==> config.mk <==
export PLATFORM = sky130hd
export DESIGN_NAME = mul16_seq_ctrl
export DESIGN_NICKNAME = d
export VERILOG_FILES = /design/src/rtl/mul16_seq_ctrl.sv
export SDC_FILE = /design/constraint.sdc
export NUM_CORES = 1
export LEC_CHECK = 0
export ABC_AREA = 1
export ABC_CLOCK_PERIOD_IN_PS = 2550
export CAP_MARGIN = 10
export CORE_UTILIZATION = 48
export DETAILED_ROUTE_END_ITERATION = 7
export PLACE_DENSITY_LB_ADDON = 0.2
export SLEW_MARGIN = 20
export SYNTH_ARGS = -nofsm -noshare
export SYNTH_HDL_FRONTEND = slang
export SYNTH_SLANG_ARGS = --single-unit
==> constraint.sdc <==
create_clock -name clk -period 2.55 [get_ports clk]
set_input_delay 0.51 -clock clk [delete_from_list [all_inputs] [get_ports clk]]
set_output_delay 0.51 -clock clk [all_outputs]
set_load 0.01 [all_outputs]
==> src/rtl/mul16_seq_ctrl.sv <==
// mul16_seq_ctrl: 16x16 signed/unsigned multiply built from four passes through
// one external 8x8 tile. Byte products are sign-extended, shifted by 0/8/16 and
// accumulated modulo 2^32. MUL_LAT sets the tile latency (0 = combinational tile).
// Optional build macro MUL16_ZERO_BYPASS_EN: a zero operand skips the tile passes
// and completes with a zero result one cycle after accept.
module mul16_seq_ctrl #(
    parameter int MUL_LAT = 1
) (
    input  logic               clk,
    input  logic               rst,
    input  logic               in_valid,
    output logic               in_ready,
    input  logic [15:0]        op_a,
    input  logic [15:0]        op_b,
    input  logic               op_signed,
    output logic               mul_valid,
    output logic [7:0]         mul_a,
    output logic [7:0]         mul_b,
    output logic               mul_a_sgn,
    output logic               mul_b_sgn,
    input  logic signed [17:0] mul_p,
    output logic               out_valid,
    input  logic               out_ready,
    output logic [31:0]        result
);

    typedef enum logic [1:0] {
        IDLE  = 2'd0,
        ISSUE = 2'd1,
        DRAIN = 2'd2,
        DONE  = 2'd3
    } state_t;

    state_t state, state_nx;

    logic [15:0]        opa_p0;
    logic [15:0]        opb_p0;
    logic               sgn_p0;
    logic signed [31:0] acc_p1;
    logic [1:0]         pass_cnt;
    logic [2:0]         ret_cnt;
    logic               accept;
    logic               iss_vld;
    logic [1:0]         iss_sh;
    logic               ret_vld;
    logic [1:0]         ret_sh;

    // Sign-extend a tile product to 32 bits and align it to its byte position
    // (sh: 0 -> x1, 1 -> x2^8, 2 -> x2^16).
    function automatic logic signed [31:0] align_pp(input logic signed [17:0] p,
                                                    input logic [1:0] sh);
        logic signed [31:0] ext;
        ext = 32'(p);
        case (sh)
            2'd1:    return ext <<< 8;
            2'd2:    return ext <<< 16;
            default: return ext;
        endcase
    endfunction

    // Two's-complement accumulate that wraps modulo 2^32; the wrap is what makes
    // the unsigned-mode result exact as well.
    function automatic logic signed [31:0] acc_wrap(input logic signed [31:0] a,
                                                    input logic signed [31:0] b);
        logic signed [32:0] s;
        s = 33'(a) + 33'(b);
        return s[31:0];
    endfunction

    assign accept  = in_valid && in_ready;
    assign iss_vld = (state == ISSUE);
    // pass_cnt bit0 selects the high byte of A, bit1 the high byte of B.
    assign iss_sh  = {1'b0, pass_cnt[0]} + {1'b0, pass_cnt[1]};
    assign result  = $unsigned(acc_p1);

`ifdef MUL16_ZERO_BYPASS_EN
    logic zero_op;
    assign zero_op = (op_a == 16'd0) || (op_b == 16'd0);
`endif

    // Return tracking: each issue and its shift travel MUL_LAT cycles to meet mul_p.
    generate
        if (MUL_LAT == 0) begin : g_trk_comb
            assign ret_vld = iss_vld;
            assign ret_sh  = iss_sh;
        end else begin : g_trk_pipe
            logic [MUL_LAT-1:0] vld_trk;
            logic [1:0]         sh_trk [MUL_LAT];

            // Valid bits are control and are cleared by reset, dropping in-flight returns.
            always_ff @(posedge clk) begin
                if (rst) begin
                    vld_trk <= '0;
                end else begin
                    vld_trk[0] <= iss_vld;
                    for (int i = 1; i < MUL_LAT; i++) begin
                        vld_trk[i] <= vld_trk[i-1];
                    end
                end
            end

            // Shift amounts ride alongside the valid bits; only used when valid.
            always_ff @(posedge clk) begin
                sh_trk[0] <= iss_sh;
                for (int i = 1; i < MUL_LAT; i++) begin
                    sh_trk[i] <= sh_trk[i-1];
                end
            end

            assign ret_vld = vld_trk[MUL_LAT-1];
            assign ret_sh  = sh_trk[MUL_LAT-1];
        end
    endgenerate

    // FSM state register.
    always_ff @(posedge clk) begin
        if (rst) begin
            state <= IDLE;
        end else begin
            state <= state_nx;
        end
    end

    // Next-state and handshake/tile outputs; tile operands are forced to zero
    // outside ISSUE so the tile bus is quiet when idle.
    always_comb begin
        state_nx  = state;
        in_ready  = 1'b0;
        out_valid = 1'b0;
        mul_valid = 1'b0;
        mul_a     = 8'd0;
        mul_b     = 8'd0;
        mul_a_sgn = 1'b0;
        mul_b_sgn = 1'b0;
        case (state)
            IDLE: begin
                in_ready = 1'b1;
                if (in_valid) begin
`ifdef MUL16_ZERO_BYPASS_EN
                    state_nx = zero_op ? DONE : ISSUE;
`else
                    state_nx = ISSUE;
`endif
                end
            end
            ISSUE: begin
                mul_valid = 1'b1;
                mul_a     = pass_cnt[0] ? opa_p0[15:8] : opa_p0[7:0];
                mul_b     = pass_cnt[1] ? opb_p0[15:8] : opb_p0[7:0];
                mul_a_sgn = sgn_p0 & pass_cnt[0];
                mul_b_sgn = sgn_p0 & pass_cnt[1];
                if (pass_cnt == 2'd3) begin
                    state_nx = (MUL_LAT == 0) ? DONE : DRAIN;
                end
            end
            DRAIN: begin
                if (ret_vld && (ret_cnt == 3'd3)) begin
                    state_nx = DONE;
                end
            end
            DONE: begin
                out_valid = 1'b1;
                if (out_ready) begin
                    state_nx = IDLE;
                end
            end
            default: state_nx = IDLE;
        endcase
    end

    // Pass and return counters, restarted on every accept.
    always_ff @(posedge clk) begin
        if (rst) begin
            pass_cnt <= 2'd0;
            ret_cnt  <= 3'd0;
        end else if (accept) begin
            pass_cnt <= 2'd0;
            ret_cnt  <= 3'd0;
        end else begin
            if (iss_vld) pass_cnt <= pass_cnt + 2'd1;
            if (ret_vld) ret_cnt  <= ret_cnt + 3'd1;
        end
    end

    // Stage p0: capture operands at accept so later input changes are ignored.
    always_ff @(posedge clk) begin
        if (accept) begin
            opa_p0 <= op_a;
            opb_p0 <= op_b;
            sgn_p0 <= op_signed;
        end
    end

    // Stage p1: accumulate aligned tile products as their returns arrive.
    always_ff @(posedge clk) begin
        if (rst) begin
            acc_p1 <= '0;
        end else if (accept) begin
            acc_p1 <= '0;
        end else if (ret_vld) begin
            acc_p1 <= acc_wrap(acc_p1, align_pp(mul_p, ret_sh));
        end
    end

endmodule

==> key figures <==
Setup path
  • Startpoint Class: register
  • Max FO, Critical Path: 12
  • CP max stage delay: 360 ps
  • Crit Path Category: register to register
  • Crit path top cell by count: nand2_1
  • WP data arrival: 2830 ps
  • Slowest cell on the critical path: dfxtp_2
  • Worst EP required: 2790 ps
  • CP cell instances: inv_2 -> ha_4 -> buf_8 -> a221o_1 -> nand2_1 -> inv_2 -> ha_4 -> nand2_4 -> inv_2 -> nand2_1 -> nand2_2 -> inv_1 -> nand2_2 -> inv_1 -> nand2_1 -> nand2_1 -> nand2_1 -> o21ai_1 -> inv_1
  • Worst Setup End Kind: register

STA
  • Tightest Pin Transition: 817 ps
  • Slew Viols, Final: 0
  • Setup-failing EPs final: 1
  • PnR worst setup slack: -43.6 ps
  • Top achievable clock speed: 386 MHz
  • RSZ-0062 raised after global routing: true
  • Layout Skew: 8.87 ps
  • Final hold vios: 0
  • Min Hold Slack: 466 ps
  • Tcrit/Tclk final: 102%
  • Clock period minus worst slack: 2590 ps
  • Slew headroom: 45.5%

Placed design
  • Port bufs: 107
  • RD Place Congestion: 0.926
  • Placement Cell Area: 7580 sq um
  • Inst Count DP: 1227
  • HPWL after DPL: 12.6 mm

Route
  • WL per Instance: 14.5 microns
  • First-pass DRT Iterations: 8
  • Number of DRC markers in iteration 0: 468
  • Via count: 6342
  • Aggregate routed wire length: 18.1 mm
  • # DRC: 5
  • Vias per std cell: 5.09
  • Antenna Nets Post-Route: 0

Global routing
  • Largest net degree at the start of global routing: 38
  • Total global-route track usage: 26.6%
  • Antenna violations before repair: 0
  • Number of global-route vias before repair: 5703
  • GRT overflow: 0
  • First-pass GRT wire length: 26.1 mm

Final layout
  • Final Non-Filler Cells: 1247
  • Layout Utilization: 74.3%
  • Total inserted antenna cells: 0
  • Most common cell after layout, fill and taps aside: nand2_1
  • Area Overhead vs Synth: 48.7%
  • Commonest cells after routing, fill and taps aside: nand2_1 (255), inv_1 (171), nor2_1 (102)
  • Fin area: 8620 sq um
  • Final net count: 1196
  • Share of layout cells above drive strength 1: 23.1%
  • # fillers: 860

Power
  • Power Density: 774 nW/um^2
  • Max IR drop VDD: 0.000663 V
  • Clock network power share: 18.6%
  • Seq pwr share: 25.3%
  • Total Power: 6.67 mW
  • Comb pwr share: 56.1%
  • Sw Ratio: 42.1%
  • Sw Pwr: 2.81 mW
  • Internal: 3.86 mW
  • Pleak: 4.50 nW

Clock network
  • Clock-pin slew on the worst setup and hold paths: 60 ps
  • Clk sinks: 75
  • CTS H-tree lvls: 3
  • Clk buf depth: 2
  • Worst skew pair latency: 350 ps
  • CTS Root Cell: clkbuf_16
  • CTS Buf Count: 9
  • TritonCTS clock tree: yes
  • Hold bufs inserted after CTS: 0

Yosys
  • Post-Syn Nets: 1025
  • Syn avg cell area: 6.25 sq um
  • EDFF count, synth: 33
  • Post-synth top area share: 19.9%
  • Seq/Total Area, Yosys: 31.6%
  • Yosys reg bits: 75
  • Syn. warnings: 0
  • Synth area leader: nand2_1
  • Area contributors post-synth: nand2_1 (20%), edfxtp_1 (17%), dfxtp_1 (14%)
  • Post-synth ARST share: 0%
  • Synth Instances: 928
  • Synthesized area: 5800 sq um
  • Cell variety after synth: 38
  • Post-synth top flop: dfxtp_1

Flow run
  • Max-cap viol count: 0

Floorplanning
  • Full die area: 12500 sq um
  • Core box area: 11600 sq um
  • Die Height: 112 microns
  • Die width: 112 microns
  • Row count: 39
  • IO Pins: 108
  • Starting Density: 49.9%

Outcome
  • Outcome: finished, violations left
  • Failing checks: DRC, setup timing

Min path
  • Hold crit path type: register to register
-- cell families after synthesis --
family	synth area share [%]
AOI/OAI and AO/OA	7.89
xor gates and xnor gates	2.70
adders and majority gates	9.19
buffers and inverters	14.2
DFF	31.6
and+or+nand+nor	34.4
-- metal layers --
layer	vias up	routed length (microns)	track usage, %
met5	-	0	0
li1	3174	-	-
met3	49	1370	6.15
met1	2841	7330	32.3
met4	0	686	14.5
met2	278	8710	43.8
-- worst max-delay path: cells and delay by family, from the launching register on --
kind | cells | cell delay, ps
adders and majority gates | 2 | 480
AOI/OAI and AO/OA | 2 | 460
DFF | 1 | 360
and+or+nand+nor | 8 | 700
buffers and inverters | 7 | 490
-- power groups by stage --
stage	combinational, mW	clock, mW	sequential (mW)
after CTS	3.13	1.26	1.67
after global routing	4.06	1.31	1.71
after floorplan	1.83	0	1.66
after detailed placement	3.01	0	1.69
after global placement	2.97	0	1.68
final	3.75	1.24	1.69
-- cell type report --
class | count | area, sq um | area share, %
clock buffer | 10 | 239 | 2.77
multi-input combinational | 639 | 3930 | 45.6
tap | 143 | 179 | 2.07
clock inverter | 6 | 47.5 | 0.551
inverter | 190 | 713 | 8.27
timing repair buffer | 184 | 1670 | 19.4
sequential | 75 | 1840 | 21.3
-- path summary, 6_finish.rpt --
check	startpoint	to	slack (ps)	depth (start not counted)
max	g_trk_pipe.sh_trk[0][0]	result[18]	-40	19
min	ret_cnt[2]	ret_cnt[2]	470	2
max reg2reg	g_trk_pipe.sh_trk[0][0]	result[18]	-40	19
min reg2reg	ret_cnt[2]	ret_cnt[2]	470	2
-- cell usage after synthesis, types with 2 or more instances --
cell type  number
o21ai_0        30
nor2_1        125
dfxtp_1        42
nand3_1        50
buf_2           3
xor2_1         14
nand2_2         2
o21bai_1        3
nor3_1          6
clkbuf_1       17
inv_1         187
inv_2           2
o21ai_1         3
xnor2_1         2
ha_1           41
nand2_1       308
a211oi_1        2
a21oi_1        27
edfxtp_1       33
or2_2           3
buf_6           2
a221o_1         8
nand4_1         3
-- per-stage QoR --
step | setup slack [ps] | setup TNS [ps]
2_1_floorplan | -3.47 | -3.47
3_3_place_gp | -419 | -5540
3_5_place_dp | -429 | -6150
4_1_cts | -15.2 | -22.5
5_1_grt | -159 | -1090
6_report | -43.6 | -43.6
-- sequential cells by signal, indices dropped and copies added (netlist names) --
| name | cells |
|---|---|
| state | 2 |
| result | 32 |
| opa_p0 | 16 |
| ret_cnt | 3 |
| g_trk_pipe.sh_trk | 2 |
| sgn_p0 | 1 |
| pass_cnt | 2 |
| opb_p0 | 16 |
| g_trk_pipe.vld_trk | 1 |
-- repair_timing --
action | 4_1_cts | 5_1_grt
pin swaps | 4 | 30
setup endpoints to repair | 29 | 30
buffers inserted | 2 | 2
resized for setup | 40 | 152
(Power assumes the default switching activity.)
